File: src/rtl/fp_pkg.sv
// Shared constants, FSM encoding and result-packing helpers for the FP normalizer.
// The optional single-cycle shifter is selected with FP_NORM_FAST_EN (see fp_normalize.sv).
package fp_pkg;

  localparam int FP_EXP_W   = 8;
  localparam int FP_FRAC_W  = 23;
  localparam int FP_EXP_MAX = 255;
  localparam int FP_BIAS    = 127;

  typedef enum logic [1:0] {
    IDLE  = 2'd0,
    SHIFT = 2'd1,
    DONE  = 2'd2
  } fp_state_e;

  typedef struct packed {
    logic [31:0] result;
    logic        neg;
    logic        zero;
    logic        carry;
    logic        overflow;
  } fp_out_t;

  // Exponent arrives two bits wider than the field so that both the adder
  // carry and an increment past 511 still register as overflow.
  function automatic fp_out_t fp_pack(input logic                  sign,
                                      input logic [FP_EXP_W+1:0]   exp,
                                      input logic [FP_FRAC_W-1:0]  frac,
                                      input logic                  carry);
    fp_out_t o;
    o.neg   = sign;
    o.zero  = 1'b0;
    o.carry = carry;
    if (int'(exp) >= FP_EXP_MAX) begin
      o.result   = {sign, {FP_EXP_W{1'b1}}, {FP_FRAC_W{1'b0}}};
      o.overflow = 1'b1;
    end else begin
      o.result   = {sign, exp[FP_EXP_W-1:0], frac};
      o.overflow = 1'b0;
    end
    return o;
  endfunction

  function automatic fp_out_t fp_flush(input logic sign);
    fp_out_t o;
    o.result   = {sign, 31'b0};
    o.neg      = 1'b0;
    o.zero     = 1'b1;
    o.carry    = 1'b0;
    o.overflow = 1'b0;
    return o;
  endfunction

endpackage

File: src/rtl/fp_normalize_if.sv
// Handshake bundle between the adder datapath (master) and the normalizer (slave).
interface fp_normalize_if;
  logic        in_valid;
  logic        in_ready;
  logic        in_sign;
  logic [8:0]  in_exp;
  logic [24:0] in_mant;
  logic        out_valid;
  logic        out_ready;
  logic [31:0] result;
  logic        neg;
  logic        zero;
  logic        carry;
  logic        overflow;
  logic        busy;

  modport slave (
    input  in_valid, in_sign, in_exp, in_mant, out_ready,
    output in_ready, out_valid, result, neg, zero, carry, overflow, busy
  );

  modport master (
    output in_valid, in_sign, in_exp, in_mant, out_ready,
    input  in_ready, out_valid, result, neg, zero, carry, overflow, busy
  );
endinterface

File: src/rtl/fp_lzc.sv
// 24-bit leading-zero counter; an all-zero input reports 24.
module fp_lzc (
  input  logic [23:0] value_i,
  output logic [4:0]  count_o
);
  // Scanning upward lets the most significant set bit win.
  always_comb begin
    count_o = 5'd24;
    for (int i = 0; i < 24; i++) begin
      if (value_i[i]) count_o = 5'(23 - i);
    end
  end
endmodule

File: src/rtl/fp_normalize.sv
// Normalizes a raw adder result into packed IEEE-754 single plus condition flags.
// Define FP_NORM_FAST_EN for a one-cycle leading-zero shift instead of bit-serial shifting.
module fp_normalize
  import fp_pkg::*;
(
  input  logic          clk,
  input  logic          reset,
  fp_normalize_if.slave bus
);

  fp_state_e             state_q;
  logic                  sign_q;
  logic [FP_EXP_W:0]     exp_q;
  logic [FP_FRAC_W-1:0]  mant_q;
  fp_out_t               out_q;

  assign bus.in_ready  = (state_q == IDLE);
  assign bus.busy      = (state_q != IDLE);
  assign bus.out_valid = (state_q == DONE);
  assign bus.result    = out_q.result;
  assign bus.neg       = out_q.neg;
  assign bus.zero      = out_q.zero;
  assign bus.carry     = out_q.carry;
  assign bus.overflow  = out_q.overflow;

`ifdef FP_NORM_FAST_EN
  logic [4:0]           lz;
  logic [FP_FRAC_W-1:0] frac_fast;

  // Hidden bit is known clear in SHIFT, so the counter sees it as a leading zero.
  fp_lzc u_lzc (
    .value_i ({1'b0, mant_q}),
    .count_o (lz)
  );
  assign frac_fast = 23'({1'b0, mant_q} << lz);
`endif

  always_ff @(posedge clk or posedge reset) begin
    if (reset) begin
      state_q <= IDLE;
      sign_q  <= 1'b0;
      exp_q   <= '0;
      mant_q  <= '0;
      out_q   <= '0;
    end else begin
      unique case (state_q)
        IDLE: begin
          if (bus.in_valid) begin
            sign_q <= bus.in_sign;
            exp_q  <= bus.in_exp;
            mant_q <= bus.in_mant[FP_FRAC_W-1:0];
            if (bus.in_mant == '0) begin
              out_q   <= fp_flush(1'b0);
              state_q <= DONE;
            end else if (bus.in_mant[24]) begin
              out_q   <= fp_pack(bus.in_sign, {1'b0, bus.in_exp} + 10'd1,
                                 bus.in_mant[23:1], 1'b1);
              state_q <= DONE;
            end else if (bus.in_mant[23]) begin
              out_q   <= fp_pack(bus.in_sign, {1'b0, bus.in_exp},
                                 bus.in_mant[22:0], 1'b0);
              state_q <= DONE;
            end else if (bus.in_exp == '0) begin
              out_q   <= fp_flush(bus.in_sign);
              state_q <= DONE;
            end else begin
              state_q <= SHIFT;
            end
          end
        end

        SHIFT: begin
`ifdef FP_NORM_FAST_EN
          // Full shift fits only if the exponent stays at or above 1.
          if ({4'd0, lz} < exp_q) begin
            out_q <= fp_pack(sign_q, {1'b0, exp_q} - {5'd0, lz}, frac_fast, 1'b0);
          end else begin
            out_q <= fp_flush(sign_q);
          end
          state_q <= DONE;
`else
          if (exp_q == 9'd1) begin
            out_q   <= fp_flush(sign_q);
            state_q <= DONE;
          end else begin
            mant_q <= {mant_q[FP_FRAC_W-2:0], 1'b0};
            exp_q  <= exp_q - 9'd1;
            if (mant_q[FP_FRAC_W-1]) begin
              out_q   <= fp_pack(sign_q, {1'b0, exp_q} - 10'd1,
                                 {mant_q[FP_FRAC_W-2:0], 1'b0}, 1'b0);
              state_q <= DONE;
            end
          end
`endif
        end

        DONE: begin
          if (bus.out_ready) state_q <= IDLE;
        end

        default: state_q <= IDLE;
      endcase
    end
  end

endmodule

File: src/flat_wrapper.sv
// flat-port wrapper written by rule: the top's interface ports become plain ports
module fp_normalize_flat import fp_pkg::*;
  (clk, reset, bus_in_valid, bus_in_sign, bus_in_exp, bus_in_mant, bus_out_ready, bus_in_ready, bus_out_valid, bus_result, bus_neg, bus_zero, bus_carry, bus_overflow, bus_busy);
  fp_normalize_if bus_i ();
  input  logic clk;
  input  logic reset;
  input wire logic [$bits(bus_i.in_valid)-1:0] bus_in_valid;
  input wire logic [$bits(bus_i.in_sign)-1:0] bus_in_sign;
  input wire logic [$bits(bus_i.in_exp)-1:0] bus_in_exp;
  input wire logic [$bits(bus_i.in_mant)-1:0] bus_in_mant;
  input wire logic [$bits(bus_i.out_ready)-1:0] bus_out_ready;
  output wire logic [$bits(bus_i.in_ready)-1:0] bus_in_ready;
  output wire logic [$bits(bus_i.out_valid)-1:0] bus_out_valid;
  output wire logic [$bits(bus_i.result)-1:0] bus_result;
  output wire logic [$bits(bus_i.neg)-1:0] bus_neg;
  output wire logic [$bits(bus_i.zero)-1:0] bus_zero;
  output wire logic [$bits(bus_i.carry)-1:0] bus_carry;
  output wire logic [$bits(bus_i.overflow)-1:0] bus_overflow;
  output wire logic [$bits(bus_i.busy)-1:0] bus_busy;
  assign bus_i.in_valid = bus_in_valid;
  assign bus_i.in_sign = bus_in_sign;
  assign bus_i.in_exp = bus_in_exp;
  assign bus_i.in_mant = bus_in_mant;
  assign bus_i.out_ready = bus_out_ready;
  assign bus_in_ready = bus_i.in_ready;
  assign bus_out_valid = bus_i.out_valid;
  assign bus_result = bus_i.result;
  assign bus_neg = bus_i.neg;
  assign bus_zero = bus_i.zero;
  assign bus_carry = bus_i.carry;
  assign bus_overflow = bus_i.overflow;
  assign bus_busy = bus_i.busy;
  fp_normalize u_core (.clk(clk), .reset(reset), .bus(bus_i));
endmodule
File: config.mk
export PLATFORM = sky130hd
export DESIGN_NAME = fp_normalize_flat
export DESIGN_NICKNAME = d
export VERILOG_FILES = /design/src/rtl/fp_pkg.sv /design/src/rtl/fp_normalize_if.sv /design/src/rtl/fp_lzc.sv /design/src/rtl/fp_normalize.sv /design/src/flat_wrapper.sv
export SDC_FILE = /design/constraint.sdc
export NUM_CORES = 1
export LEC_CHECK = 0
export ABC_AREA = 1
export BUFFER_PORTS_ARGS = -buffer_cell sky130_fd_sc_hd__buf_2
export CAP_MARGIN = 20
export CELL_PAD_IN_SITES_DETAIL_PLACEMENT = 1
export CELL_PAD_IN_SITES_GLOBAL_PLACEMENT = 1
export CORE_MARGIN = 4
export CORE_UTILIZATION = 40
export CTS_CLUSTER_SIZE = 14
export DETAILED_ROUTE_END_ITERATION = 7
export PLACE_DENSITY = 0.79
export SLEW_MARGIN = 10
export SYNTH_ARGS = -nofsm -noshare
export SYNTH_HDL_FRONTEND = slang
export SYNTH_SLANG_ARGS = --single-unit
File: constraint.sdc
create_clock -name clk -period 3.2 [get_ports clk]
set_input_delay 0.64 -clock clk [delete_from_list [all_inputs] [get_ports clk]]
set_output_delay 0.64 -clock clk [all_outputs]
set_load 0.1 [all_outputs]
Yosys cells after proc, flatten, opt, wreduce, memory -nomap -nowiden
Cells that the tools add are included.
{ "totals": {"register_bits": 71, "in_bits": 39, "wordCells": 61} }
{ "op_classes": {"n_addsub": 3, "n_lt_le_gt_ge": 3, "n_eq_ne": 8, "mux": 29, "reduce_logical": 9} }
{ "op_table": {"columns": ["cell", "n"], "rows": [
  ["$mux 36", 7],
  ["$mux 31", 3],
  ["$pmux 36 s2", 1],
  ["$mux 23", 2],
  ["$pmux 23 s2", 1],
  ["$logic_not 25->1", 1],
  ["$ge 10x8->1 const B", 2],
  ["$mux 9", 2],
  ["$pmux 9 s2", 1],
  ["$mux 2", 8],
  ["$add 9x1->10 const B", 1],
  ["$sub 9x1->10 const B", 1],
  ["$eq 9x1->1 const B", 1],
  ["$ge 9x8->1 const B", 1],
  ["$logic_not 9->1", 1],
  ["$sub 9x1->9 const B", 1],
  ["$ne 2x2->1 const B", 3],
  ["$pmux 2 s3", 1],
  ["$reduce_and 3->1", 2],
  ["$ne 5x3->1 const B", 1],
  ["$reduce_and 4->1", 1],
  ["$reduce_bool 2->1", 2],
  ["$mux 1", 3],
  ["$ne 3x1->1 const B", 1],
  ["other kinds (4)", 4]
]} }

Depth between registers and ports, before layout
{ "depth": {"ltp_word": 7, "mapped_depth": 16} }

Worst setup path after synthesis
Ideal clock, no wire load.
{ "synth_path": {"path_type": "register to register", "from": "register u_core.state_q[1]", "to": "register u_core.out_q, in the netlist u_core.bus.result[10]", "setup_ns": 0.068, "t_arrival_ns": 3.716, "required_ns": 3.132, "path_slack_ns": -0.584, "path_stages_with_launch": 10, "cell_sequence": "dfrtp_1 > nor2_1 > inv_1 > nor2_1 > nor2_1 > nand3_2 > buf_4 > buf_2 > nand2_1 > nand2_1"} }
{ "synth_between": {"elab_chain_len": 3, "elab_cells_between_ends": 8, "cone_classes": "eq/ne (4); mux (1); reduce/logical (3)"} }
{ "synth_rtl": {"columns": ["element", "line_no", "text"], "rows": [
  ["from (decl)", "fp_normalize.sv:11", "fp_state_e state_q;"],
  ["from (signal assigned)", "fp_normalize.sv:40", "state_q <= IDLE;"],
  ["from (signal assigned)", "fp_normalize.sv:54", "state_q <= DONE;"],
  ["from (signal assigned)", "fp_normalize.sv:58", "state_q <= DONE;"],
  ["$logic_not 2->1 *", null, null],
  ["named net bus_in_ready", "flat_wrapper.sv:12", "output wire logic [$bits(bus_i.in_ready)-1:0] bus_in_ready;"],
  ["$ne 5x3->1 (no source line) (tied with other cells)", null, null],
  ["$reduce_and 4->1 (no source line)", null, null],
  ["to (signal assigned)", "fp_normalize.sv:53", "out_q <= fp_flush(1'b0);"],
  ["to (signal assigned)", "fp_normalize.sv:56", "out_q <= fp_pack(bus.in_sign, {1'b0, bus.in_exp} + 10'd1,"],
  ["to (signal assigned)", "fp_normalize.sv:60", "out_q <= fp_pack(bus.in_sign, {1'b0, bus.in_exp},"],
  ["to (decl)", "fp_normalize.sv:15", "fp_out_t out_q;"]
]} }
Mark *: on every way through the listed nets, which the timed path passes. The rest lies on a longest branch.
A chain may end at the register's enable or synchronous reset.

Worst setup path in the final report
{ "layout_path": {"from": "register u_core.exp_q[1]", "to": "register u_core.exp_q[8]"} }
{ "layout_between": {"elab_chain_len": 3, "elab_cells_between_ends": 6, "cone_classes": "add/sub (1); eq/ne (2); mux (2); reduce/logical (1)"} }
{ "layout_rtl": {"columns": ["element", "line_no", "text"], "rows": [
  ["from (decl)", "fp_normalize.sv:13", "logic [FP_EXP_W:0] exp_q;"],
  ["from (signal assigned)", "fp_normalize.sv:50", "exp_q <= bus.in_exp;"],
  ["from (signal assigned)", "fp_normalize.sv:87", "exp_q <= exp_q - 9'd1;"],
  ["$sub 9x1->9 or $eq 9x1->1 (tied branches)", "fp_normalize.sv:87, fp_normalize.sv:82", null],
  ["$mux 9 or $ne 2x2->1 (tied branches)", null, null],
  ["$pmux 9 s2 or $reduce_and 3->1 (tied branches)", null, null]
]} }
Parallel ways exist; a longest one is shown, timed or not. The select of a mux whose other input is x is not followed.

==> run summary <==
outcome: completed
DRT iter0 DRCs: 265
post-synthesis cell count: 737
Post-CTS Setup Bufs: 0
part of the power in combinational logic: 0.605
Power Dens Cells: 1170 mW/mm^2
Syn-to-layout area delta: 15.6%
setup_tns: 0 ns
Die Ht: 118 um
EDFF count, synth: 0
Synth Area per Inst: 6.62 sq um
maximum root-to-sink buffer count: 2
Req. time, crit path: 3.46 ns
crit share post-route: 0.796
Maximum Capacitance Violations: 0
DR vias/cell: 5.34
die area: 0.0140 sq mm
Detailed Place HPWL: 11800 um
Post-synth top cells: nand2_1, inv_1, nor2_1
clk_lat worst skew: 0.35 ns
area leader, netlist: dfrtp_1
CTS buffer count: 9
CTS tree: done
RSZ-0062 raised after global routing: no
worst hold path class: in2async
gpl congestion: 0.836
net switching power: 3.88 mW
Hold Buf Count CTS: 0
Die X: 118 um
most common cell in the netlist: nand2_1
Syn. warnings: 0
# IOs: 78
CTS clk-pin slew, worst paths: 0.05 ns
area of the core: 0.0120 sq mm
Synth cell types: 36
LEAKAGE: 3.00 nW
synthesized flop and latch total: 71
Synth top area share: 0.364
dpl cells: 938
Final Setup Violations: 0
PostCTS Resize Cnt: 0
antenna violations before repair: 0
Routed WL: 16400 um
Crit Path Class: reg2reg
post-route ant nets: 0
first-pass GRT wire length: 27700 um
Final Skew: 0.00909 ns
PortBufs: 77
Final Max Tran Viols: 0
CTS Root Cell: clkbuf_16
largest net degree at the start of global routing: 64
startpoint types: register
share of layout cells above drive strength 1: 0.166
sw frac: 0.589
Cell Count, Final, Fillers Out: 953
Mapped Area: 0.00488 sq mm
post-layout utilization of the core: 0.471
worst-margin pin slew: 0.726 ns
vias in the first global route: 5370
filler instances: 1612
endpoint class of the critical path: register
Max Clk Rate: 0.393 GHz
Reg power frac: 0.245
VDD IR-drop max: 0.573 mV
Pint: 2.71 mW
initial core utilization: 0.408
clock share of power: 0.150
worst rel slew slack: 0.516
Worst EP arrival: 2.81 ns
H-Tree Depth: 3
via count: 5087
DRC: 0
Worst Path Max Fanout: 63
Final #Nets: 848
async set or reset register ratio after synthesis: 1.00
antenna cells: 0
shortest period the worst path allows: 2.55 ns
number of clock sinks: 71
top cells by area, synth: dfrtp_1, nand2_1, inv_1
number of core rows: 40
syn_nets: 783
top_reg_cell synth: dfrtp_1
sequential-to-total area share from yosys stat: 0.364
final hold violations: 0
DR pass1 iterations: 6
Wirelength per Cell: 17.2 um
total grt overflow: 0
Total GRT Usage: 0.244
[critical path, stage by stage, from the launching register on]
cell,delay (ns)
dfrtp_1,0.37
inv_1,0.09
ha_1,0.20
nand3_1,0.10
nor2_2,0.07
nor2_4,0.40
inv_2,0.20
nand2_1,0.11
buf_4,0.49
o21ai_0,0.25
o22ai_1,0.15
[state kept, by name, indices dropped and copies added (netlist names)]
register / count
u_core.exp_q: 9
u_core.bus.zero: 1
u_core.bus.carry: 1
u_core.sign_q: 1
u_core.bus.overflow: 1
u_core.state_q: 2
u_core.mant_q: 23
u_core.bus.neg: 1
u_core.bus.result: 32
[cells by family after synthesis]
logic type | Yosys count | synth area share
buffers and inverters | 149 | 0.126
XOR/XNOR | 1 | 0.00180
flip-flops | 71 | 0.364
AND/OR/NAND/NOR | 393 | 0.351
adder cells (fa/ha/maj) | 7 | 0.0180
AO/OA/AOI/OAI | 116 | 0.139
[routing by layer]
metal | vias to the layer above | GRT usage | part of all wire | wire [um]
met5 | - | 0 | 0 | 0
met2 | 133 | 0.388 | 0.46 | 7500
li1 | 2463 | - | - | -
met4 | 0 | 0.0840 | 0.015 | 245
met3 | 22 | 0.0450 | 0.047 | 770
met1 | 2469 | 0.336 | 0.48 | 7850
[cell type report]
type	count	area (sq um)	area share
multi-input cells	517	2490	0.441
repair buffers	87	473	0.0839
flip-flops and latches	71	1780	0.315
clock buffers	11	233	0.0413
inverters	116	435	0.0772
well taps	147	184	0.0326
clock inverters	4	47.5	0.00843
[power by group through the flow]
| stage | logic (mW) | clock network [mW] | registers [mW] |
|---|---|---|---|
| 2_1_floorplan | 1.72 | 0 | 3.06 |
| 3_3_place_gp | 3.90 | 0 | 1.60 |
| 3_5_place_dp | 3.98 | 0 | 1.62 |
| 4_1_cts | 4.00 | 1.01 | 1.62 |
| 5_1_grt | 4.31 | 1.06 | 1.67 |
| 6_report | 3.98 | 0.986 | 1.61 |
[cell usage in the layout, fill, tap and decap left out, drive strengths merged]
cell type and n:
nor2 93, nand2 216, a31oi 1, o22ai 3, nor3 7, clkinvlp 1
clkinv 3, xor2 1, o211ai 31, dfrtp 71, nand3b 1, a21oi 22
o21ai 56, nand4 19, inv 115, and2 1, o31ai 2, or2 6
bufinv 1, nand3 50, o21a 1, clkbuf 11, ha 7, buf 87
[worst paths after layout]
kind / startpoint / endpoint / slack, ns / cells past startpoint
worst min-delay path: reset / u_core.bus.result[31]$_DFFE_PP0P_ / 0.42 / 2
worst max-delay path: u_core.exp_q[1]$_DFFE_PP0P_ / u_core.exp_q[8]$_DFFE_PP0P_ / 0.65 / 10
max in group asynchronous: reset / u_core.bus.result[15]$_DFFE_PP0P_ / 2.09 / 3
worst max register to register: u_core.exp_q[1]$_DFFE_PP0P_ / u_core.exp_q[8]$_DFFE_PP0P_ / 0.65 / 10
worst min register to register: u_core.bus.result[8]$_DFFE_PP0P_ / u_core.bus.result[8]$_DFFE_PP0P_ / 0.47 / 2
min in group clk: u_core.bus.result[8]$_DFFE_PP0P_ / u_core.bus.result[8]$_DFFE_PP0P_ / 0.47 / 2
[stage by stage]
stage / setup slack [ns] / hold slack (ns) / area (sq um) / total power [mW]
2_1_floorplan: 0.156 / 0.453 / 4880 / 4.78
3_5_place_dp: 0.352 / 0.460 / 5360 / 5.60
6_report: 0.653 / 0.423 / 5640 / 6.58
5_1_grt: 0.463 / 0.483 / 5640 / 7.04
3_3_place_gp: 0.445 / 0.459 / 5360 / 5.51
4_1_cts: 0.674 / 0.441 / 5640 / 6.63
Note: power is estimated with default switching activity, not from simulation.
